--- src/rtl/piso_if.sv ---
// Handshake bundle between the operand source and the parallel-in serial-out shifter.
// The master drives load/din/shift; the slave (piso) returns the serial bit and status.
interface piso_if #(
    parameter int WIDTH = 4
);
    logic             load;
    logic [WIDTH-1:0] din;
    logic             shift;
    logic             sout;
    logic             busy;
    logic             ready;
    logic             done;

    modport master (
        output load, din, shift,
        input  sout, busy, ready, done
    );

    modport slave (
        input  load, din, shift,
        output sout, busy, ready, done
    );
endinterface

--- src/rtl/piso.sv ---
// Parallel-in serial-out shifter: captures din when idle, emits it LSB first one bit per shift.
// sout valid the cycle after load; shift=0 stalls indefinitely; load ignored while busy; done pulses once.
module piso #(
    parameter int WIDTH = 4
) (
    input  logic   clk,
    input  logic   reset,
    piso_if.slave  bus
);
    localparam int CW = (WIDTH > 1) ? $clog2(WIDTH) : 1;
    localparam logic [CW-1:0] LAST = CW'(WIDTH - 1);

    logic [WIDTH-1:0] sreg_q, sreg_d;
    logic [CW-1:0]    cnt_q,  cnt_d;
    logic             busy_q, busy_d;
    logic             done_q, done_d;

    always_comb begin
        sreg_d = sreg_q;
        cnt_d  = cnt_q;
        busy_d = busy_q;
        done_d = 1'b0;
        if (!busy_q) begin
            if (bus.load) begin
                sreg_d = bus.din;
                cnt_d  = '0;
                busy_d = 1'b1;
            end
        end else if (bus.shift) begin
            // The final shift retires the word instead of shifting, so WIDTH=1 never shifts.
            if (cnt_q == LAST) begin
                busy_d = 1'b0;
                done_d = 1'b1;
                sreg_d = '0;
                cnt_d  = '0;
            end else begin
                sreg_d = sreg_q >> 1;
                cnt_d  = cnt_q + CW'(1);
            end
        end
    end

    always_ff @(posedge clk or posedge reset) begin
        if (reset) begin
            sreg_q <= '0;
            cnt_q  <= '0;
            busy_q <= 1'b0;
            done_q <= 1'b0;
        end else begin
            sreg_q <= sreg_d;
            cnt_q  <= cnt_d;
            busy_q <= busy_d;
            done_q <= done_d;
        end
    end

    assign bus.sout  = busy_q ? sreg_q[0] : 1'b0;
    assign bus.busy  = busy_q;
    assign bus.ready = ~busy_q;
    assign bus.done  = done_q;
endmodule
--- src/flat_wrapper.sv ---
// flat-port wrapper written by rule: the top's interface ports become plain ports
module piso_flat 
#(
    parameter int WIDTH = 4
)
  (clk, reset, bus_load, bus_din, bus_shift, bus_sout, bus_busy, bus_ready, bus_done);
  piso_if #(.WIDTH(WIDTH)) bus_i ();
  input  logic clk;
  input  logic reset;
  input wire logic [$bits(bus_i.load)-1:0] bus_load;
  input wire logic [$bits(bus_i.din)-1:0] bus_din;
  input wire logic [$bits(bus_i.shift)-1:0] bus_shift;
  output wire logic [$bits(bus_i.sout)-1:0] bus_sout;
  output wire logic [$bits(bus_i.busy)-1:0] bus_busy;
  output wire logic [$bits(bus_i.ready)-1:0] bus_ready;
  output wire logic [$bits(bus_i.done)-1:0] bus_done;
  assign bus_i.load = bus_load;
  assign bus_i.din = bus_din;
  assign bus_i.shift = bus_shift;
  assign bus_sout = bus_i.sout;
  assign bus_busy = bus_i.busy;
  assign bus_ready = bus_i.ready;
  assign bus_done = bus_i.done;
  piso #(.WIDTH(WIDTH)) u_core (.clk(clk), .reset(reset), .bus(bus_i));
endmodule
--- config.mk ---
export PLATFORM = sky130hd
export DESIGN_NAME = piso_flat
export DESIGN_NICKNAME = d
export VERILOG_FILES = /design/src/rtl/piso_if.sv /design/src/rtl/piso.sv /design/src/flat_wrapper.sv
export SDC_FILE = /design/constraint.sdc
export NUM_CORES = 1
export LEC_CHECK = 0
export BUFFER_PORTS_ARGS = -buffer_cell sky130_fd_sc_hd__buf_2
export CORE_AREA = 2 2 39 41
export DETAILED_ROUTE_END_ITERATION = 8
export DIE_AREA = 0 0 41 43
export PLACE_DENSITY_LB_ADDON = 0.1
export SETUP_SLACK_MARGIN = 0.2
export SLEW_MARGIN = 10
export SYNTH_ARGS = -nofsm -noshare
export SYNTH_HDL_FRONTEND = slang
export SYNTH_SLANG_ARGS = --single-unit
export TNS_END_PERCENT = 20
--- constraint.sdc ---
create_clock -name clk -period 1.4 [get_ports clk]
set_input_delay 0 -clock clk [delete_from_list [all_inputs] [get_ports clk]]
set_output_delay 0 -clock clk [all_outputs]
set_load 0.03 [all_outputs]
==> results of run 1 <==
power by group through the flow:
stage          clock network, mW  registers (mW)  logic (mW)
5_1_grt                    0.214           0.416       0.406
3_5_place_dp                   0           0.409       0.361
4_1_cts                    0.207           0.405       0.364
3_3_place_gp                   0           0.402       0.352
6_report                   0.198           0.402       0.364
2_1_floorplan                  0           0.404       0.284
through the flow:
stage          worst slack [ns]  instance area, um^2
2_1_floorplan             0.255                  380
3_3_place_gp              0.300                  444
3_5_place_dp              0.283                  444
4_1_cts                   0.264                  480
5_1_grt                   0.195                  480
6_report                  0.285                  480
routing by layer:
| metal | global-route usage (%) | routed length, um | share of wire, % |
|---|---|---|---|
| met1 | 13.6 | 310 | 44 |
| met2 | 13.8 | 342 | 48 |
| met3 | 3.66 | 53 | 7.5 |
| met4 | 8.00 | 0 | 0 |
| met5 | 0 | 0 | 0 |
area by class of cell:
cell class	count	area, um^2	area share (%)
Timing Repair Buffer	12	65.1	13.5
Multi-Input combinational cell	22	160	33.3
Clock buffer	4	26.3	5.47
Tap cell	16	20.0	4.17
Sequential cell	8	201	41.9
Inverter	2	7.51	1.56
state kept, by name (all words and copies together), names as in the netlist:
signal / flops
u_core.sreg_q: 4
u_core.bus.busy: 1
u_core.bus.done: 1
u_core.cnt_q: 2
worst max-delay path, cell delays in order (launching register included):
cell     delay [ns]
dfrtp_1        0.39
ha_1           0.15
and2b_2        0.22
a22oi_1        0.14
o21ai_1        0.08
layout by cell type (no fill, tap or decap):
cell type,instances
nand2_1,5
a32o_1,2
dlygate4sd3_1,1
nor2_1,2
mux2i_4,1
dfrtp_2,1
and2_2,1
dfrtp_1,7
ha_1,2
clkbuf_4,3
buf_2,11
and3_2,1
o21ai_0,2
and2b_2,1
a22oi_1,3
o21ai_1,2
inv_1,2
clkbuf_1,1
final timing paths:
kind                                                 to                    startpoint  cells past startpoint  slack [ns]
min reg2reg                u_core.sreg_q[0]$_DFFE_PP0P_  u_core.sreg_q[0]$_DFFE_PP0P_                      2        0.47
min in group asynchronous     u_core.bus.done$_DFF_PP0_                         reset                      3        0.22
max in group asynchronous     u_core.bus.busy$_DFF_PP0_                         reset                      3        0.93
min                        u_core.sreg_q[3]$_DFFE_PP0P_                    bus_din[3]                      2        0.01
max reg2reg                u_core.sreg_q[1]$_DFFE_PP0P_   u_core.cnt_q[0]$_DFFE_PP0P_                      4        0.29
max                        u_core.sreg_q[1]$_DFFE_PP0P_   u_core.cnt_q[0]$_DFFE_PP0P_                      4        0.29
cell families (layout without fill, tap and decap cells):
| kind of cell | after synthesis | in the layout | synth area share [%] |
|---|---|---|---|
| AOI/OAI and AO/OA | 9 | 9 | 16.5 |
| adders and majority gates | 2 | 2 | 6.60 |
| buffers and inverters | 3 | 18 | 4.95 |
| DFF | 8 | 8 | 52.8 |
| muxes | 1 | 1 | 5.94 |
| and+or+nand+nor | 10 | 10 | 13.2 |
cells in the mapped netlist:
library cell / n
a32o_1: 2
mux2i_4: 1
and3_2: 1
dfrtp_1: 8
ha_1: 2
inv_1: 2
nor2_1: 2
buf_6: 1
and2_2: 1
o21ai_0: 4
a22oi_1: 3
nand2_1: 5
and2b_2: 1
timing repair:
item,in CTS,in global routing
resized for setup,0,2
hold endpoints to repair,8,0
hold buffers,1,0
setup endpoints to repair,0,3
==> metrics.cfg, run 1 <==
[run_status]
status=completed

[place]
dp_cells=59
gp_congestion=0.738
portBuffers=11

[routing]
drt_pass1_iterations=2
via_count=287
via_per_inst=4.48
final_antenna_net_count=0
routed_wl_um=707
post-route-drc-count=0
dr.first_iter.drc_count=4
wl_per_cell_um=11.0

[yosys]
ys_types=13
postSynthAreaPerCell_um2=11.5
yosys.area.top_type_share_pct=52.8
syn-num-nets=43
ys_seq_area_share_pct=52.8
synth_warnings=0
syn_inst=33
ys_ff_latch=8
syn_area_um2=379
synthTopCellsByArea=dfrtp_1 53%, ha_1 6.6%, a22oi_1 5.9%
yosysTopAreaCell=dfrtp_1

[setup_path]
critical_path_required_ns=1.53
end_kind=flip-flop
cp.arrival_ns=1.25
worst_setup_path_start_kind=flip-flop
crit_type=reg -> reg
worstPathMaxFanout=4

[floorplan]
fp-row-count=14
die-area_um2=1760
start_util_pct=27.4
core_um2=1380
fp.dieH_um=43
ios=12
fp.dieW_um=41

[global_route]
antenna_found_initial=0
grt_pass1_wl_um=1170
grt_start_max_net_pins=10
track_usage_pct=10.5
grt_pass1_vias=281
grt-ovfl-total=0

[sta]
finalHoldViolations=0
rsz0062_at_grt=true
worst_pin_slew_ns=0.286
fin_crit_sh_pct=79.6
skew_ns=0.00413
maxSlewHeadroom_pct=80.5
setup_tns_ns=0
holdWs_ns=0.0104
drv_slew=0
min_period_ns=1.11
clock.fmax_mhz=897
setup_viol=0

[cells_and_area]
finish.utilization_pct=34.7
fill_cells=137
instances_no_fill=64
drive_gt1_share_pct=39.6
num_antenna_cells=0
nNetsFinal=59
syn_to_final_growth_pct=26.7

[power_and_ir_drop]
p_sw_share_pct=38.6
power_frac_seq_pct=41.7
internal_power_mw=0.592
p_total_mw=0.964
ir_drop_uv=500
power.net_switching_mw=0.372
p_leak_nw=0.241
p_comb_share_pct=37.7
power_density_nw_per_um2=2010
pwr-share-clk_pct=20.6

[clock_tree]
tritoncts.num_buffers=3
post_cts_buffers=0
worstSkewPairLatency_ns=0.26
clock_path_buffers=2
clkTransAtPathRegs_ns=0.06
ctsRootBufferMaster=clkbuf_4
clock_sink_count=8
tritoncts=built
htree_levels=1

[hold_path]
hp-class=in -> reg

[flow_run]
cap_violations=0

(Power assumes the default switching activity.)
==> inputs of run 2 (changes only) <==
--- a/config.mk
+++ b/config.mk
@@ -5,6 +5,7 @@
 export SDC_FILE = /design/constraint.sdc
 export NUM_CORES = 1
 export LEC_CHECK = 0
+export ABC_AREA = 1
 export BUFFER_PORTS_ARGS = -buffer_cell sky130_fd_sc_hd__buf_2
 export CORE_AREA = 2 2 39 41
 export DETAILED_ROUTE_END_ITERATION = 8
==> constraint.sdc (replaced) <==
create_clock -name clk -period 0.95 [get_ports clk]
set_input_delay 0 -clock clk [delete_from_list [all_inputs] [get_ports clk]]
set_output_delay 0 -clock clk [all_outputs]
set_load 0.03 [all_outputs]
==> run 2 against run 1 <==
Compared with the run above: the run now ends with setup timing left; sequential share of layout area shrank 7.9 points; synthesized area grew 9.6%; combinational power grew 130%; clock power grew 41%; register-to-register slack lost 0.33 ns; final cell count grew 33%; worst hold slack gained 0.018 ns; via count grew 27%; die area is the same; clock skew grew 0.0090 ns; worst setup slack lost 0.33 ns; sequential cell count is the same; largest cell class unchanged.
==> metrics.cfg, run 2 <==
[setup_path]
crit_family=flip-flops
critical_path_required_ns=0.95
worst_setup_path_start_kind=flip-flop
worst_r2r_path_depth=5
worstPathMaxFanout=6
crit_path_top_delay_cell=dfrtp_2
path_cells=nand2_1, inv_1, buf_6
crit_buf_inv=2
end_kind=output pin
crit_path_max_incr_delay_ns=0.48
crit_cells=3
crit_type=reg -> out
cp.arrival_ns=1.00

[floorplan]
core_um2=1380
ios=12
fp.dieH_um=43
fp.dieW_um=41
die-area_um2=1760
fp-row-count=14
start_util_pct=30.0

[yosys]
synth-main-ff-cell=dfrtp_1
synth.most_common_cell=nand2_1
synth_warnings=0
postSynthAreaPerCell_um2=8.48
synth_compound_area_share_pct=2.11
synthTopCellsByCount=16 x nand2_1, 9 x nand3_1, 8 x dfrtp_1
synth-async-reset-ratio_pct=100
yosysTopAreaCell=dfrtp_1
syn_area_um2=415
ys_seq_area_share_pct=48.2
yosys.area_share.xor_xnor_pct=0
yosys.area.top_type_share_pct=48.2
synth_top_family_by_area=simple AND/OR/NAND/NOR gates
synthAdderAreaFrac_pct=6.02
synth-simple-area-share_pct=37.7
ys_ff_latch=8
syn_inst=49
synth_edf_count=0
synthMuxAreaShare_pct=0
syn-num-nets=59
synthTopCellsByArea=dfrtp_1 48%, nand2_1 14%, nand3_1 11%
ys_types=11

[cells_and_area]
fill_cells=141
instances_no_fill=85
num_antenna_cells=0
mostFrequentLayoutCells=16 x nand2_1, 9 x nand3_1, 8 x buf_2
largest_reg_flops=4
final_common_cell=nand2_1
largestRegisters=u_core.sreg_q: 4 flops, u_core.cnt_q: 2 flops
regMostFlops=u_core.sreg_q
nNetsFinal=80
syn_to_final_growth_pct=42.5
finish.utilization_pct=42.8
drive_gt1_share_pct=40.6

[clock_tree]
clock_sink_count=8
tritoncts.num_buffers=3
ctsRootBufferMaster=clkbuf_4
worstSkewPairLatency_ns=0.26
clock_path_buffers=2
htree_levels=1
tritoncts=built
clkTransAtPathRegs_ns=0.06

[sta]
rsz0062_at_grt=true
maxSlewHeadroom_pct=79.5
setup_viol=6
finalWorstSetupSlack_ns=-0.0488
min_period_ns=0.999
fin_crit_sh_pct=105
worst_pin_slew_ns=0.306
skew_ns=0.0131
drv_slew=0
setup_tns_ns=-0.181
finalHoldViolations=0
clock.fmax_mhz=1000

[global_route]
grt_pass1_wl_um=1410
grt_start_max_net_pins=9
grt-ovfl-total=0
antenna_found_initial=0
grt_pass1_vias=340
track_usage_pct=12.5

[power_and_ir_drop]
p_leak_nw=0.326
p_total_mw=1.70
ir_drop_uv=1300
power_density_nw_per_um2=2870

[hold_path]
hold_path_depth=3
hp-class=in -> reg

[place]
dp_cells=77
portBuffers=11
dp_hpwl_um=588
place_ws_ns=-0.0460
gp_congestion=0.649

[run_status]
violations=setup timing
status=finished with violations

[flow_run]
cap_violations=0

[routing]
final_antenna_net_count=0
routed_wl_um=821
wl_per_cell_um=9.66
via_count=364
drt_pass1_iterations=3
via_per_inst=4.28
dr.first_iter.drc_count=4
post-route-drc-count=0

==> run 2: cell types whose count changed in the layout (fill, tap and decap cells not counted), moves of 2 or more <==
cell     delta
nand2_1    +11
o21ai_0     -2
a22oi_1     -3
nor2_2      +3
buf_4       +3
o21ai_1     -2
nand3_1     +9
a32o_1      -2
buf_6       +3
nand2_4     +3
buf_2       -3
==> run 2: cell families (layout without fill, tap and decap cells) <==
logic type,after synthesis,after routing
AO/OA/AOI/OAI,1,1
adder cells (fa/ha/maj),2,2
buffers and inverters,6,26
flip-flops,8,8
AND/OR/NAND/NOR,32,32
==> run 2: timing repair <==
action                                  4_1_cts  5_1_grt
hold buffers                                  2        0
endpoints found under the setup margin       12       12
endpoints found under the hold margin         9        0
gates resized for setup                       8        3
pin swaps                                     1        0
setup buffers                                 2        0
==> run 2: area by class of cell <==
class,instances,area (um^2),area share [%]
clock buffer,4,26.3,4.44
sequential,8,201,34.0
timing repair buffer,16,116,19.7
tap,16,20.0,3.38
inverter,6,32.5,5.50
multi-input combinational,35,195,33.0
==> run 2: per-layer routing <==
layer | wire length [um] | vias to the layer above | GRT usage, %
li1 | - | 196 | -
met1 | 377 | 155 | 15.8
met4 | 34 | 0 | 12.0
met3 | 36 | 4 | 1.57
met5 | 0 | - | 0
met2 | 373 | 9 | 17.2
==> run 2: report_power, final <==
part           total (mW)  internal, mW  leakage [nW]  switching [mW]
Sequential          0.592         0.474         0.100           0.118
Clock               0.279         0.161        0.0150           0.118
Combinational       0.828         0.353         0.211           0.474
==> run 2: worst paths after layout <==
path	end	slack, ns	from
setup / recovery	bus_sout	-0.05	u_core.bus.busy$_DFF_PP0_
hold / removal	u_core.bus.busy$_DFF_PP0_	0.03	bus_load
setup reg to reg	u_core.sreg_q[2]$_DFFE_PP0P_	-0.05	u_core.bus.busy$_DFF_PP0_
hold reg to reg	u_core.sreg_q[3]$_DFFE_PP0P_	0.50	u_core.sreg_q[3]$_DFFE_PP0P_
max in group asynchronous	u_core.bus.busy$_DFF_PP0_	0.47	reset
min in group asynchronous	u_core.bus.done$_DFF_PP0_	0.23	reset
==> run 2: worst min-delay path, delay by kind of cell <==
| family | cells | cell delay [ns] |
|---|---|---|
| buf+inv | 1 | 0.13 |
| simple gates | 2 | 0.12 |
==> run 2: stage by stage <==
| step | area, um^2 | hold WS, ns |
|---|---|---|
| after floorplan | 419 | -0.184 |
| after global placement | 502 | -0.0370 |
| after detailed placement | 502 | -0.0353 |
| after CTS | 587 | 0.0301 |
| after global routing | 592 | 0.0614 |
| final | 592 | 0.0286 |
==> inputs of run 3 (changes only) <==
--- a/config.mk
+++ b/config.mk
@@ -5,7 +5,7 @@
 export SDC_FILE = /design/constraint.sdc
 export NUM_CORES = 1
 export LEC_CHECK = 0
-export ABC_AREA = 1
+export ABC_AREA = 0
 export BUFFER_PORTS_ARGS = -buffer_cell sky130_fd_sc_hd__buf_2
 export CORE_AREA = 2 2 39 41
 export DETAILED_ROUTE_END_ITERATION = 8
==> run 3 against run 2 <==
Compared with the run above: the flow still finishes with violations (setup timing); maximum frequency fell by 9.6%; non-clock buffer count rose by 2; critical path type is now reg -> reg; largest cell class unchanged; power increased by 4.0%; largest power group unchanged.
==> metrics.cfg, run 3 (same netlist as run 1, synthesis figures left out) <==
[floorplan]
fp.dieH_um=43
fp.dieW_um=41
start_util_pct=27.4
fp-row-count=14
die-area_um2=1760
ios=12
core_um2=1380

[global_route]
grt-ovfl-total=0
grt_pass1_vias=374
grt_start_max_net_pins=9
track_usage_pct=12.3
grt_pass1_wl_um=1420
antenna_found_initial=0

[setup_path]
crit_family=flip-flops
critical_path_required_ns=1.09
rrSetupSlack_ns=-0.16
end_kind=flip-flop
crit_type=reg -> reg
cp.arrival_ns=1.25
worst_r2r_path_depth=4
cp-endpoint=u_core.sreg_q[0]$_DFFE_PP0P_
worstPathMaxFanout=3
crit_buf_inv=0
r2r-start=u_core.cnt_q[0]$_DFFE_PP0P_
crit_path_top_delay_cell=dfrtp_1
worst_setup_path_start_kind=flip-flop
reg2reg_to=u_core.sreg_q[0]$_DFFE_PP0P_
path_cells=ha_1, and2b_2, a22oi_1, o21ai_1
startpoint=u_core.cnt_q[0]$_DFFE_PP0P_
crit_path_max_incr_delay_ns=0.38
crit_cells=4

[clock_tree]
clkTransAtPathRegs_ns=0.06
ctsRootBufferMaster=clkbuf_4
tritoncts=built
htree_levels=1
clock_sink_count=8
tritoncts.num_buffers=3
clock_path_buffers=2
worstSkewPairLatency_ns=0.26

[sta]
worst_pin_slew_ns=0.309
fin_crit_sh_pct=116
clock.fmax_mhz=905
min_period_ns=1.11
finalWorstSetupSlack_ns=-0.155
setup_viol=9
maxSlewHeadroom_pct=79.4
drv_slew=0
finalHoldViolations=0
skew_ns=0.00518
rsz0062_at_grt=true

[place]
placed_area_um2=467
portBuffers=11
place_ws_ns=-0.140
gp_congestion=0.746

[run_status]
status=finished with violations
violations=setup timing

[cells_and_area]
largestRegisters=u_core.sreg_q: 4 flops, u_core.cnt_q: 2 flops
multiInputGateArea_um2=185
regMostFlops=u_core.sreg_q
mostFrequentLayoutCells=7 x buf_2, 7 x dfrtp_1, 6 x buf_6
syn_to_final_growth_pct=54.5
fill_cells=131
drive_gt1_share_pct=50.9
nNetsFinal=66
register_area_um2=201
num_antenna_cells=0
largest_reg_flops=4
fin_area_um2=586

[routing]
routed_wl_um=833
via_count=341
post-route-drc-count=0
final_antenna_net_count=0
via_per_inst=4.80
wl_per_cell_um=11.7
dr.first_iter.drc_count=4
drt_pass1_iterations=4

[power_and_ir_drop]
power_density_nw_per_um2=3020
ir_drop_uv=914
p_leak_nw=0.283

[flow_run]
cap_violations=0

[hold_path]
hp-class=in -> reg

run 3: cell count changes in the layout (fill, tap and decap cells not counted), sizes merged, moves of 3 or more:
cell	change
inv	-3
nand3	-9
nand2	-14
a22oi	+3
o21ai	+4
run 3: timing repair:
| item | 4_1_cts | 5_1_grt |
|---|---|---|
| gates resized for setup | 14 | 1 |
| setup buffers | 2 | 0 |
| endpoints found under the setup margin | 12 | 12 |
| pin swaps | 1 | 1 |
| hold buffers | 2 | 0 |
| endpoints found under the hold margin | 9 | 0 |
| cloned | 1 | 0 |
run 3: power by group:
group	switching (mW)	leakage [nW]	internal, mW
Sequential	0.103	0.0985	0.476
Clock	0.135	0.0150	0.162
Combinational	0.412	0.169	0.478
run 3: worst min-delay path, delay by kind of cell:
family / cells / cell delay (ns)
compound gates: 2 / 0.18
buf+inv: 1 / 0.08
run 3: cell type report:
| class | instances | area share [%] |
|---|---|---|
| Multi-Input combinational cell | 23 | 31.6 |
| Sequential cell | 8 | 34.4 |
| Tap cell | 16 | 3.42 |
| Clock buffer | 4 | 4.49 |
| Timing Repair Buffer | 18 | 24.8 |
| Inverter | 2 | 1.28 |
run 3: per-stage QoR:
step | instances | utilization, % | power, mW | setup TNS (ns) | hold slack [ns]
after global routing | 71 | 42.3 | 1.89 | -1.46 | 0.0411
after global placement | 62 | 33.7 | 1.20 | -0.572 | -0.0421
after CTS | 71 | 42.0 | 1.76 | -1.05 | 0.0284
after floorplan | 33 | - | 1.02 | -1.09 | -0.184
after detailed placement | 62 | 33.7 | 1.23 | -0.677 | -0.0337
final | 71 | 42.3 | 1.77 | -1.02 | 0.0284
run 3: worst min-delay path by stage:
stage | from | end | slack (ns) | depth (start not counted)
after global routing | bus_din[0] | u_core.sreg_q[0]$_DFFE_PP0P_ | 0.04 | 3
after global placement | reset | u_core.sreg_q[0]$_DFFE_PP0P_ | -0.04 | 2
after CTS | bus_din[0] | u_core.sreg_q[0]$_DFFE_PP0P_ | 0.03 | 3
final | bus_din[0] | u_core.sreg_q[0]$_DFFE_PP0P_ | 0.03 | 3
after detailed placement | reset | u_core.bus.done$_DFF_PP0_ | -0.03 | 2
after floorplan | reset | u_core.bus.done$_DFF_PP0_ | -0.18 | 1
run 3: metal layers:
layer | global-route usage [%] | vias up | part of all wire [%] | wire, um
li1 | - | 165 | - | -
met1 | 13.9 | 160 | 42 | 351
met2 | 19.1 | 14 | 49 | 412
met3 | 3.14 | 2 | 6.4 | 53
met4 | 8.00 | 0 | 1.9 | 16
met5 | 0 | - | 0 | 0
